## src/rtl/decode_issue_stage_if.sv

```systemverilog
// Decode/issue stage bus: instruction handshake, write-back port and execute-stage outputs.
interface decode_issue_stage_if #(
  parameter int N = 32,
  parameter int C = 7,
  parameter int S = 5
);
  logic [N-1:0] instr;
  logic         instr_valid;
  logic         instr_ready;
  logic         ex_stall;
  logic         wb_en;
  logic [S-1:0] wb_addr;
  logic [N-1:0] wb_data;
  logic         enable_ex;
  logic [N-1:0] src1;
  logic [N-1:0] src2;
  logic [N-1:0] imm;
  logic [C-1:0] control_in;
  logic [S-1:0] rd_out;
  logic         illegal_instr;

  modport slave (
    input  instr, instr_valid, ex_stall, wb_en, wb_addr, wb_data,
    output instr_ready, enable_ex, src1, src2, imm, control_in, rd_out, illegal_instr
  );

  modport master (
    output instr, instr_valid, ex_stall, wb_en, wb_addr, wb_data,
    input  instr_ready, enable_ex, src1, src2, imm, control_in, rd_out, illegal_instr
  );
endinterface

```

## src/rtl/decode_issue_stage.sv

```systemverilog
// RV32I-subset decode/issue stage: register file with write bypass, decode to the
// execute-stage control word, load-use bubble insertion and stall hold.
module decode_issue_stage #(
  parameter int N    = 32,
  parameter int C    = 7,
  parameter int S    = 5,
  parameter int REGS = 32
) (
  input logic                 clock,
  input logic                 reset,
  decode_issue_stage_if.slave dec_if
);
  localparam logic [6:0] OP_R   = 7'b0110011;
  localparam logic [6:0] OP_I   = 7'b0010011;
  localparam logic [6:0] OP_LD  = 7'b0000011;
  localparam logic [6:0] OP_ST  = 7'b0100011;
  localparam logic [6:0] OP_LUI = 7'b0110111;
  localparam logic [2:0] CL_R   = 3'b000;
  localparam logic [2:0] CL_I   = 3'b001;
  localparam logic [2:0] CL_LD  = 3'b010;
  localparam logic [2:0] CL_ST  = 3'b011;
  localparam logic [2:0] CL_LUI = 3'b100;

  logic [N-1:0] rf_q [REGS];

  logic [6:0]   opcode;
  logic [2:0]   funct3;
  logic [6:0]   funct7;
  logic [S-1:0] rs1_f, rs2_f, rd_f;

  logic         dec_legal, dec_use_rs1, dec_use_rs2;
  logic [2:0]   dec_cls;
  logic [3:0]   dec_func;
  logic [N-1:0] dec_imm;
  logic [S-1:0] dec_rd;
  logic [N-1:0] rs1_val, rs2_val;

  logic         enable_q, enable_d;
  logic [N-1:0] src1_q, src1_d, src2_q, src2_d, imm_q, imm_d;
  logic [C-1:0] control_q, control_d;
  logic [S-1:0] rd_q, rd_d;
  logic         illegal_q, illegal_d;
  logic         hazard, accept;

  assign opcode = dec_if.instr[6:0];
  assign funct3 = dec_if.instr[14:12];
  assign funct7 = dec_if.instr[31:25];
  assign rs1_f  = dec_if.instr[19:15];
  assign rs2_f  = dec_if.instr[24:20];
  assign rd_f   = dec_if.instr[11:7];

  always_comb begin
    dec_legal   = 1'b0;
    dec_use_rs1 = 1'b0;
    dec_use_rs2 = 1'b0;
    dec_cls     = CL_R;
    dec_func    = 4'b0000;
    dec_imm     = '0;
    dec_rd      = rd_f;
    case (opcode)
      OP_R: begin
        dec_legal   = (funct7 == 7'b0000000) || (funct7 == 7'b0100000);
        dec_use_rs1 = 1'b1;
        dec_use_rs2 = 1'b1;
        dec_func    = {dec_if.instr[30], funct3};
      end
      OP_I: begin
        dec_legal   = 1'b1;
        dec_use_rs1 = 1'b1;
        dec_cls     = CL_I;
        // Only the shifts carry a meaningful instr[30] (SRLI vs SRAI)
        dec_func    = (funct3 == 3'b001 || funct3 == 3'b101) ? {dec_if.instr[30], funct3}
                                                             : {1'b0, funct3};
        dec_imm     = {{(N-12){dec_if.instr[31]}}, dec_if.instr[31:20]};
      end
      OP_LD: begin
        dec_legal   = (funct3 == 3'b010);
        dec_use_rs1 = 1'b1;
        dec_cls     = CL_LD;
        dec_imm     = {{(N-12){dec_if.instr[31]}}, dec_if.instr[31:20]};
      end
      OP_ST: begin
        dec_legal   = (funct3 == 3'b010);
        dec_use_rs1 = 1'b1;
        dec_use_rs2 = 1'b1;
        dec_cls     = CL_ST;
        dec_imm     = {{(N-12){dec_if.instr[31]}}, dec_if.instr[31:25], dec_if.instr[11:7]};
        dec_rd      = '0;
      end
      OP_LUI: begin
        dec_legal = 1'b1;
        dec_cls   = CL_LUI;
        dec_imm   = {dec_if.instr[N-1:12], 12'b0};
      end
      default: dec_legal = 1'b0;
    endcase
  end

  // Same-cycle write-back wins over the stored value; x0 always reads zero
  always_comb begin
    rs1_val = rf_q[rs1_f];
    rs2_val = rf_q[rs2_f];
    if (dec_if.wb_en && dec_if.wb_addr == rs1_f) rs1_val = dec_if.wb_data;
    if (dec_if.wb_en && dec_if.wb_addr == rs2_f) rs2_val = dec_if.wb_data;
    if (rs1_f == '0) rs1_val = '0;
    if (rs2_f == '0) rs2_val = '0;
  end

  assign hazard = enable_q && (control_q[C-1 -: 3] == CL_LD) && (rd_q != '0) &&
                  dec_if.instr_valid && dec_legal &&
                  ((dec_use_rs1 && rs1_f == rd_q) || (dec_use_rs2 && rs2_f == rd_q));
  assign dec_if.instr_ready = reset && !dec_if.ex_stall && !hazard;
  assign accept = dec_if.instr_valid && dec_if.instr_ready;

  always_comb begin
    enable_d  = enable_q;
    src1_d    = src1_q;
    src2_d    = src2_q;
    imm_d     = imm_q;
    control_d = control_q;
    rd_d      = rd_q;
    illegal_d = illegal_q;
    if (dec_if.ex_stall) begin
      illegal_d = 1'b0;
    end else if (accept && dec_legal) begin
      enable_d  = 1'b1;
      src1_d    = dec_use_rs1 ? rs1_val : '0;
      src2_d    = dec_use_rs2 ? rs2_val : '0;
      imm_d     = dec_imm;
      control_d = {dec_cls, dec_func};
      rd_d      = dec_rd;
      illegal_d = 1'b0;
    end else begin
      // Bubble; an accepted undecodable word also flags illegal for one cycle
      enable_d  = 1'b0;
      control_d = '0;
      illegal_d = accept;
    end
  end

  always_ff @(posedge clock) begin
    if (!reset) begin
      enable_q  <= 1'b0;
      src1_q    <= '0;
      src2_q    <= '0;
      imm_q     <= '0;
      control_q <= '0;
      rd_q      <= '0;
      illegal_q <= 1'b0;
    end else begin
      enable_q  <= enable_d;
      src1_q    <= src1_d;
      src2_q    <= src2_d;
      imm_q     <= imm_d;
      control_q <= control_d;
      rd_q      <= rd_d;
      illegal_q <= illegal_d;
    end
  end

  always_ff @(posedge clock) begin
    if (dec_if.wb_en && dec_if.wb_addr != '0) begin
      rf_q[dec_if.wb_addr] <= dec_if.wb_data;
    end
  end

  assign dec_if.enable_ex     = enable_q;
  assign dec_if.src1          = src1_q;
  assign dec_if.src2          = src2_q;
  assign dec_if.imm           = imm_q;
  assign dec_if.control_in    = control_q;
  assign dec_if.rd_out        = rd_q;
  assign dec_if.illegal_instr = illegal_q;
endmodule

```

## src/flat_wrapper.sv

```systemverilog
// flat-port wrapper written by rule: the top's interface ports become plain ports
module decode_issue_stage_flat 
#(
  parameter int N    = 32,
  parameter int C    = 7,
  parameter int S    = 5,
  parameter int REGS = 32
)
  (clock, reset, dec_if_instr, dec_if_instr_valid, dec_if_ex_stall, dec_if_wb_en, dec_if_wb_addr, dec_if_wb_data, dec_if_instr_ready, dec_if_enable_ex, dec_if_src1, dec_if_src2, dec_if_imm, dec_if_control_in, dec_if_rd_out, dec_if_illegal_instr);
  decode_issue_stage_if #(.N(N), .C(C), .S(S)) dec_if_i ();
  input logic clock;
  input logic reset;
  input wire logic [$bits(dec_if_i.instr)-1:0] dec_if_instr;
  input wire logic [$bits(dec_if_i.instr_valid)-1:0] dec_if_instr_valid;
  input wire logic [$bits(dec_if_i.ex_stall)-1:0] dec_if_ex_stall;
  input wire logic [$bits(dec_if_i.wb_en)-1:0] dec_if_wb_en;
  input wire logic [$bits(dec_if_i.wb_addr)-1:0] dec_if_wb_addr;
  input wire logic [$bits(dec_if_i.wb_data)-1:0] dec_if_wb_data;
  output wire logic [$bits(dec_if_i.instr_ready)-1:0] dec_if_instr_ready;
  output wire logic [$bits(dec_if_i.enable_ex)-1:0] dec_if_enable_ex;
  output wire logic [$bits(dec_if_i.src1)-1:0] dec_if_src1;
  output wire logic [$bits(dec_if_i.src2)-1:0] dec_if_src2;
  output wire logic [$bits(dec_if_i.imm)-1:0] dec_if_imm;
  output wire logic [$bits(dec_if_i.control_in)-1:0] dec_if_control_in;
  output wire logic [$bits(dec_if_i.rd_out)-1:0] dec_if_rd_out;
  output wire logic [$bits(dec_if_i.illegal_instr)-1:0] dec_if_illegal_instr;
  assign dec_if_i.instr = dec_if_instr;
  assign dec_if_i.instr_valid = dec_if_instr_valid;
  assign dec_if_i.ex_stall = dec_if_ex_stall;
  assign dec_if_i.wb_en = dec_if_wb_en;
  assign dec_if_i.wb_addr = dec_if_wb_addr;
  assign dec_if_i.wb_data = dec_if_wb_data;
  assign dec_if_instr_ready = dec_if_i.instr_ready;
  assign dec_if_enable_ex = dec_if_i.enable_ex;
  assign dec_if_src1 = dec_if_i.src1;
  assign dec_if_src2 = dec_if_i.src2;
  assign dec_if_imm = dec_if_i.imm;
  assign dec_if_control_in = dec_if_i.control_in;
  assign dec_if_rd_out = dec_if_i.rd_out;
  assign dec_if_illegal_instr = dec_if_i.illegal_instr;
  decode_issue_stage #(.N(N), .C(C), .S(S), .REGS(REGS)) u_core (.clock(clock), .reset(reset), .dec_if(dec_if_i));
endmodule
```

## config.mk

```make
export PLATFORM = sky130hd
export DESIGN_NAME = decode_issue_stage_flat
export DESIGN_NICKNAME = d
export VERILOG_FILES = /design/src/rtl/decode_issue_stage_if.sv /design/src/rtl/decode_issue_stage.sv /design/src/flat_wrapper.sv
export SDC_FILE = /design/constraint.sdc
export NUM_CORES = 2
export LEC_CHECK = 0
export BUFFER_PORTS_ARGS = -buffer_cell sky130_fd_sc_hd__buf_2
export CAP_MARGIN = 20
export CORE_MARGIN = 8
export CORE_UTILIZATION = 55
export CTS_CLUSTER_SIZE = 8
export DETAILED_ROUTE_END_ITERATION = 10
export HOLD_SLACK_MARGIN = 0.15
export PLACE_DENSITY = 0.7
export SLEW_MARGIN = 15
export SYNTH_ARGS = -nofsm -noshare
export SYNTH_HDL_FRONTEND = slang
export SYNTH_SLANG_ARGS = --single-unit
```

## constraint.sdc

```tcl
create_clock -name clock -period 8.2 [get_ports clock]
set_clock_uncertainty 0.2 [all_clocks]
set_input_delay 1.64 -clock clock [delete_from_list [all_inputs] [get_ports clock]]
set_output_delay 1.64 -clock clock [all_outputs]
set_load 0.01 [all_outputs]
```

# Word-level counts from Yosys, hierarchy flattened
# Memory sizes are Yosys's and may differ from the RTL's.
# Index checks and enable logic that the tools add are counted.
[op_classes]
bitwise = 2
muxes = 18
n_eq_ne = 14
n_reduce_logical = 31
[op_table]
columns = ["cell", "n"]
rows = [
  ["$mux 32", 6],
  ["$pmux 32 s3", 1],
  ["$eq 7x6->1 const B", 4],
  ["$eq 5x5->1", 4],
  ["$logic_and 1x1->1", 14],
  ["$pmux 3 s4", 1],
  ["$logic_not 5->1", 2],
  ["$reduce_bool 5->1", 2],
  ["$pmux 4 s2", 1],
  ["$reduce_or 2->1", 4],
  ["$eq 7x2->1 const B", 1],
  ["$eq 7x5->1 const B", 1],
  ["$logic_not 7->1", 1],
  ["$mux 7", 1],
  ["$eq 3x2->1 const B", 2],
  ["$mux 1", 5],
  ["$mux 5", 1],
  ["$mux 4", 1],
  ["$reduce_or 4->1", 1],
  ["$eq 3x1->1 const B", 1],
  ["$eq 3x3->1 const B", 1],
  ["$logic_or 1x1->1", 3],
  ["$pmux 1 s3", 1],
  ["$reduce_or 3->1", 1],
  ["3 further kinds", 5],
]
[totals]
elab_cells = 73
n_memories = 1
mem_bits_rw = 1024
register_bits = 110
[memory_table]
columns = ["name", "words", "word_bits", "rd", "rd_ports_with_merged_regs", "wr", "line_no", "source"]
rows = [
  ["u_core.rf_q", 32, 32, 2, 0, 1, "decode_issue_stage.sv:24", "logic [N-1:0] rf_q [REGS];"],
]

# Logic depth before layout (Yosys ltp)
[logic_depth]
word_depth = 11
depth_mapped = 11

# Worst setup path before layout
# OpenSTA, ideal clock, no wires.
[synth_timing]
path_type = "input port to output port"
start = "input port dec_if_instr[2]"
end = "output port dec_if_instr_ready"
path_buffers = 1
arrival_ns = 2.999
slack_ns = 3.361
stages = 6
cell_sequence = "nand4bb_1 or2_2 buf_2 nor3_2 nand4_1 and3b_1"
[synth_via]
elab_chain_len = 8
word_cells_on_any_way = 19
classes_between = "eq/ne (5); mux (3); reduce/logical (11)"
[synth_lines]
columns = ["element", "line_no", "source"]
rows = [
  ["start: declaration", "flat_wrapper.sv:13", "input wire logic [$bits(dec_if_i.instr)-1:0] dec_if_instr;"],
  ["$eq 7x6->1, or another cell as far along", "decode_issue_stage.sv:60", "case (opcode)"],
  ["$reduce_or 4->1 (no line) or $reduce_or 2->1 (tied branches)", "--", ""],
  ["$mux 1", "decode_issue_stage.sv:60", ""],
  ["$logic_and 1x1->1", "decode_issue_stage.sv:111", "((dec_use_rs1 && rs1_f == rd_q) || (dec_use_rs2 && rs2_f == rd_q));"],
  ["$logic_or 1x1->1", "decode_issue_stage.sv:111", ""],
  ["$logic_and 1x1->1 *", "decode_issue_stage.sv:110", "dec_if.instr_valid && dec_legal &&"],
  ["$logic_not 1->1 *", "decode_issue_stage.sv:112", "assign dec_if.instr_ready = reset && !dec_if.ex_stall && !hazard;"],
  ["$logic_and 1x1->1 *", "decode_issue_stage.sv:112", ""],
  ["end: declaration", "flat_wrapper.sv:19", "output wire logic [$bits(dec_if_i.instr_ready)-1:0] dec_if_instr_ready;"],
]
# Mark *: on every way between the ends. The rest lies on a longest branch, timed or not.

# Worst setup path in the final report
[layout_timing]
start = "input port dec_if_instr[17]"
end = "output port dec_if_instr_ready"
[layout_via]
elab_chain_len = 6
[layout_lines]
columns = ["element", "line_no"]
rows = [
  ["$eq 5x5->1", "decode_issue_stage.sv:111"],
  ["$logic_and 1x1->1", "decode_issue_stage.sv:111"],
  ["$logic_or 1x1->1", "decode_issue_stage.sv:111"],
  ["$logic_and 1x1->1", "decode_issue_stage.sv:110"],
  ["$logic_not 1->1", "decode_issue_stage.sv:112"],
  ["$logic_and 1x1->1", "decode_issue_stage.sv:112"],
]
# Every way passes these cells.

==> out/metrics.yaml <==
clock_network:
  postCtsHoldBufs: 0
  postCtsSetupBuffers: 0
  cts_buffers: 159
  cts_tree: "built"
  clk_pin_slew_ns: 0.05
  cts_htree_levels: 4
  post_cts_resized: 0
  cts_root_buf: "clkbuf_16"
  cts_buffer_depth: 3
  cts_sinks: 1134
  insertion_delay_ns: 0.75
detailed_routing:
  drt_pass1_iterations: 7
  drc: 0
  num_vias: 34125
  vias_per_cell: 7.25
  ant_nets: 0
  wire_per_inst_um: 36.8
  drt_iter0_drc: 5521
  totalWireLength_um: 173000
grt:
  first_global_vias: 34976
  grt_max_degree: 154
  grt_pass1_wl_um: 247000
  antenna_found_initial: 19
  grt_use_total_pct: 31.9
  grt-ovfl-total: 0
critical_path:
  cp_cell_sequence: "buf_8 -> xnor2_1 -> nand2_1 -> o22ai_1 -> nand4_1 -> and3b_1 -> buf_2"
  critPathBufInv: 2
  end_kind: "output port"
  crit_type: "input port to output port"
  crit_path_start_kind: "input port"
  cp.required_ns: 6.36
  crit_path_max_fanout: 84
  cp_top_family: "buffers and inverters"
  cp.arrival_ns: 3.72
  cp_slowest_cell: "o22ai_1"
  slowest_delay_ns: 0.65
synth:
  ys_seq_elements: 1134
  ys_seq_area_share_pct: 62.5
  syn_area_per_cell_um2: 16.8
  synth_area_um2: 52700
  ys_types: 58
  synthArstFlopShare_pct: 0
  ys.warnings.count: 0
  synthCells: 3138
  synth_edf_count: 1024
  ys.flop_type: "edfxtp_1"
placement:
  place_area_um2: 55200
  gp_congestion: 0.837
  dp_hpwl_um: 96900
  dp_cells: 4420
  io_buffer_count: 184
  pre_cts_ws_ns: 2.64
power:
  clkPwrFrac_pct: 45.0
  ir_worst_vdd_mv: 0.183
  seq_power_share_pct: 47.5
  power_frac_comb_pct: 7.5
  cellPowerDensity_nw_per_um2: 226
  switching_share_pct: 22.7
  p_switching_w: 0.00307
  p_leak_nw: 20.1
  p_int_w: 0.0105
timing:
  fmax_mhz: 180
  setup_ws_ns: 2.64
  setup_viol: 0
  min_period_ns: 5.56
  finalMaxSlewViolations: 0
  worst_pin_slew_ns: 1.22
  tns_ns: 0
  finalCritPeriodShare_pct: 67.9
  hold_violations: 0
  slew_headroom_pct: 18.9
  rsz0062_at_grt: "no"
cells_and_area:
  final_nets: 3390
  final_area_um2: 59900
  postLayoutCoreUtil_pct: 63.0
  finalNonFillerCells: 4705
  syn_to_final_growth_pct: 13.5
  layout-drive-gt1-share_pct: 27.9
die:
  num_rows: 113
  die_h_um: 326
  die_x_um: 326
  die_area_um2: 106000
  fp.coreArea_um2: 95000
  io_pins: 185
  start_util_pct: 55.5
min_path:
  hold_path.class: "flop to flop"
run_status:
  status: "completed"
run:
  maxCapViolCount: 0
metrics by stage:
stage / hold WS [ns] / total power (W)
detailed placement: 0.249 / 0.00753
finish: 0.255 / 0.0135
floorplan: 0.275 / 0.00716
global placement: 0.239 / 0.00750
CTS: 0.255 / 0.0136
global route: 0.273 / 0.0139
worst paths after layout:
check	endpoint	start	slack, ns	cells past startpoint
worst max-delay path	dec_if_instr_ready	dec_if_instr[17]	2.64	7
worst min-delay path	u_core.dec_if.imm[4]	u_core.dec_if.imm[4]	0.25	2
worst max register to register	u_core.dec_if.src2[25]	u_core.dec_if.rd_out[1]	4.42	7
worst min register to register	u_core.dec_if.imm[4]	u_core.dec_if.imm[4]	0.25	2
cells in the mapped netlist (all sizes together) (32+ instances only):
master / count / area, um^2
edfxtp: 1024 / 30700
buf: 121 / 591
nand3: 121 / 611
dfxtp: 110 / 2200
mux2: 52 / 586
clkbuf: 152 / 571
mux2i: 315 / 3150
nand2: 151 / 567
a22oi: 67 / 508
o31ai: 33 / 393
a211oi: 104 / 791
o211ai: 96 / 721
mux4: 386 / 8690
o2111ai: 32 / 280
nor2b: 60 / 375
nor2: 97 / 364
area by class of cell:
cell class | count | area [um^2]
Multi-Input combinational cell | 1760 | 19100
Clock inverter | 11 | 148
Sequential cell | 1134 | 33000
Clock buffer | 262 | 4460
Timing Repair Buffer | 259 | 1600
Tap cell | 1265 | 1580
Fill cell | 6703 | 35200
Antenna cell | 12 | 30.0
Inverter | 2 | 7.51
kinds of logic after synthesis:
kind of cell	after synthesis	synth area share, %
AO/OA/AOI/OAI	469	6.97
XOR/XNOR	21	0.349
buffers and inverters	275	2.22
flip-flops	1134	62.5
multiplexers	753	23.6
other	1	0.00711
AND/OR/NAND/NOR	485	4.40
state kept, by name, summed over array words and instances (netlist names):
| name | cells |
|---|---|
| u_core.rf_q | 1024 |
| u_core.dec_if.src1 | 32 |
| u_core.dec_if.control_in | 7 |
| u_core.dec_if.rd_out | 5 |
| u_core.dec_if.src2 | 32 |
| u_core.dec_if.illegal_instr | 1 |
| u_core.dec_if.imm | 32 |
| u_core.dec_if.enable_ex | 1 |
tightest hold or removal path, delay by kind of cell, from the launching register on:
| family | cells | cell delay [ns] |
|---|---|---|
| and+or+nand+nor | 1 | 0.05 |
| AOI/OAI and AO/OA | 1 | 0.05 |
| DFF | 1 | 0.31 |
power groups by stage:
stage	logic (W)	registers, W	clock network [W]
2_1_floorplan	0.000646	0.00652	0
3_3_place_gp	0.000982	0.00652	0
3_5_place_dp	0.00100	0.00653	0
4_1_cts	0.00101	0.00642	0.00613
5_1_grt	0.00107	0.00642	0.00637
6_report	0.00102	0.00642	0.00609
cell usage in the layout (no fill, tap or decap), types with 96 or more instances in the layout:
cell type	netlist	layout
edfxtp_1	1024	1024
mux4_2	386	386
mux2i_1	315	315
buf_2	76	175
clkbuf_16	0	163
nand2_1	151	149
nand3_1	120	118
dfxtp_1	110	110
a211oi_1	102	102
clkbuf_1	152	98
o211ai_1	96	96
layer usage:
metal / up-vias / global-route usage, % / share of wire, %
li1: 13356 / - / -
met1: 17531 / 40.8 / 35
met2: 2634 / 49.5 / 47
met3: 598 / 9.62 / 13
met4: 6 / 16.5 / 5.6
met5: - / 0 / 0.023
Note: power is estimated with default switching activity, not from simulation.
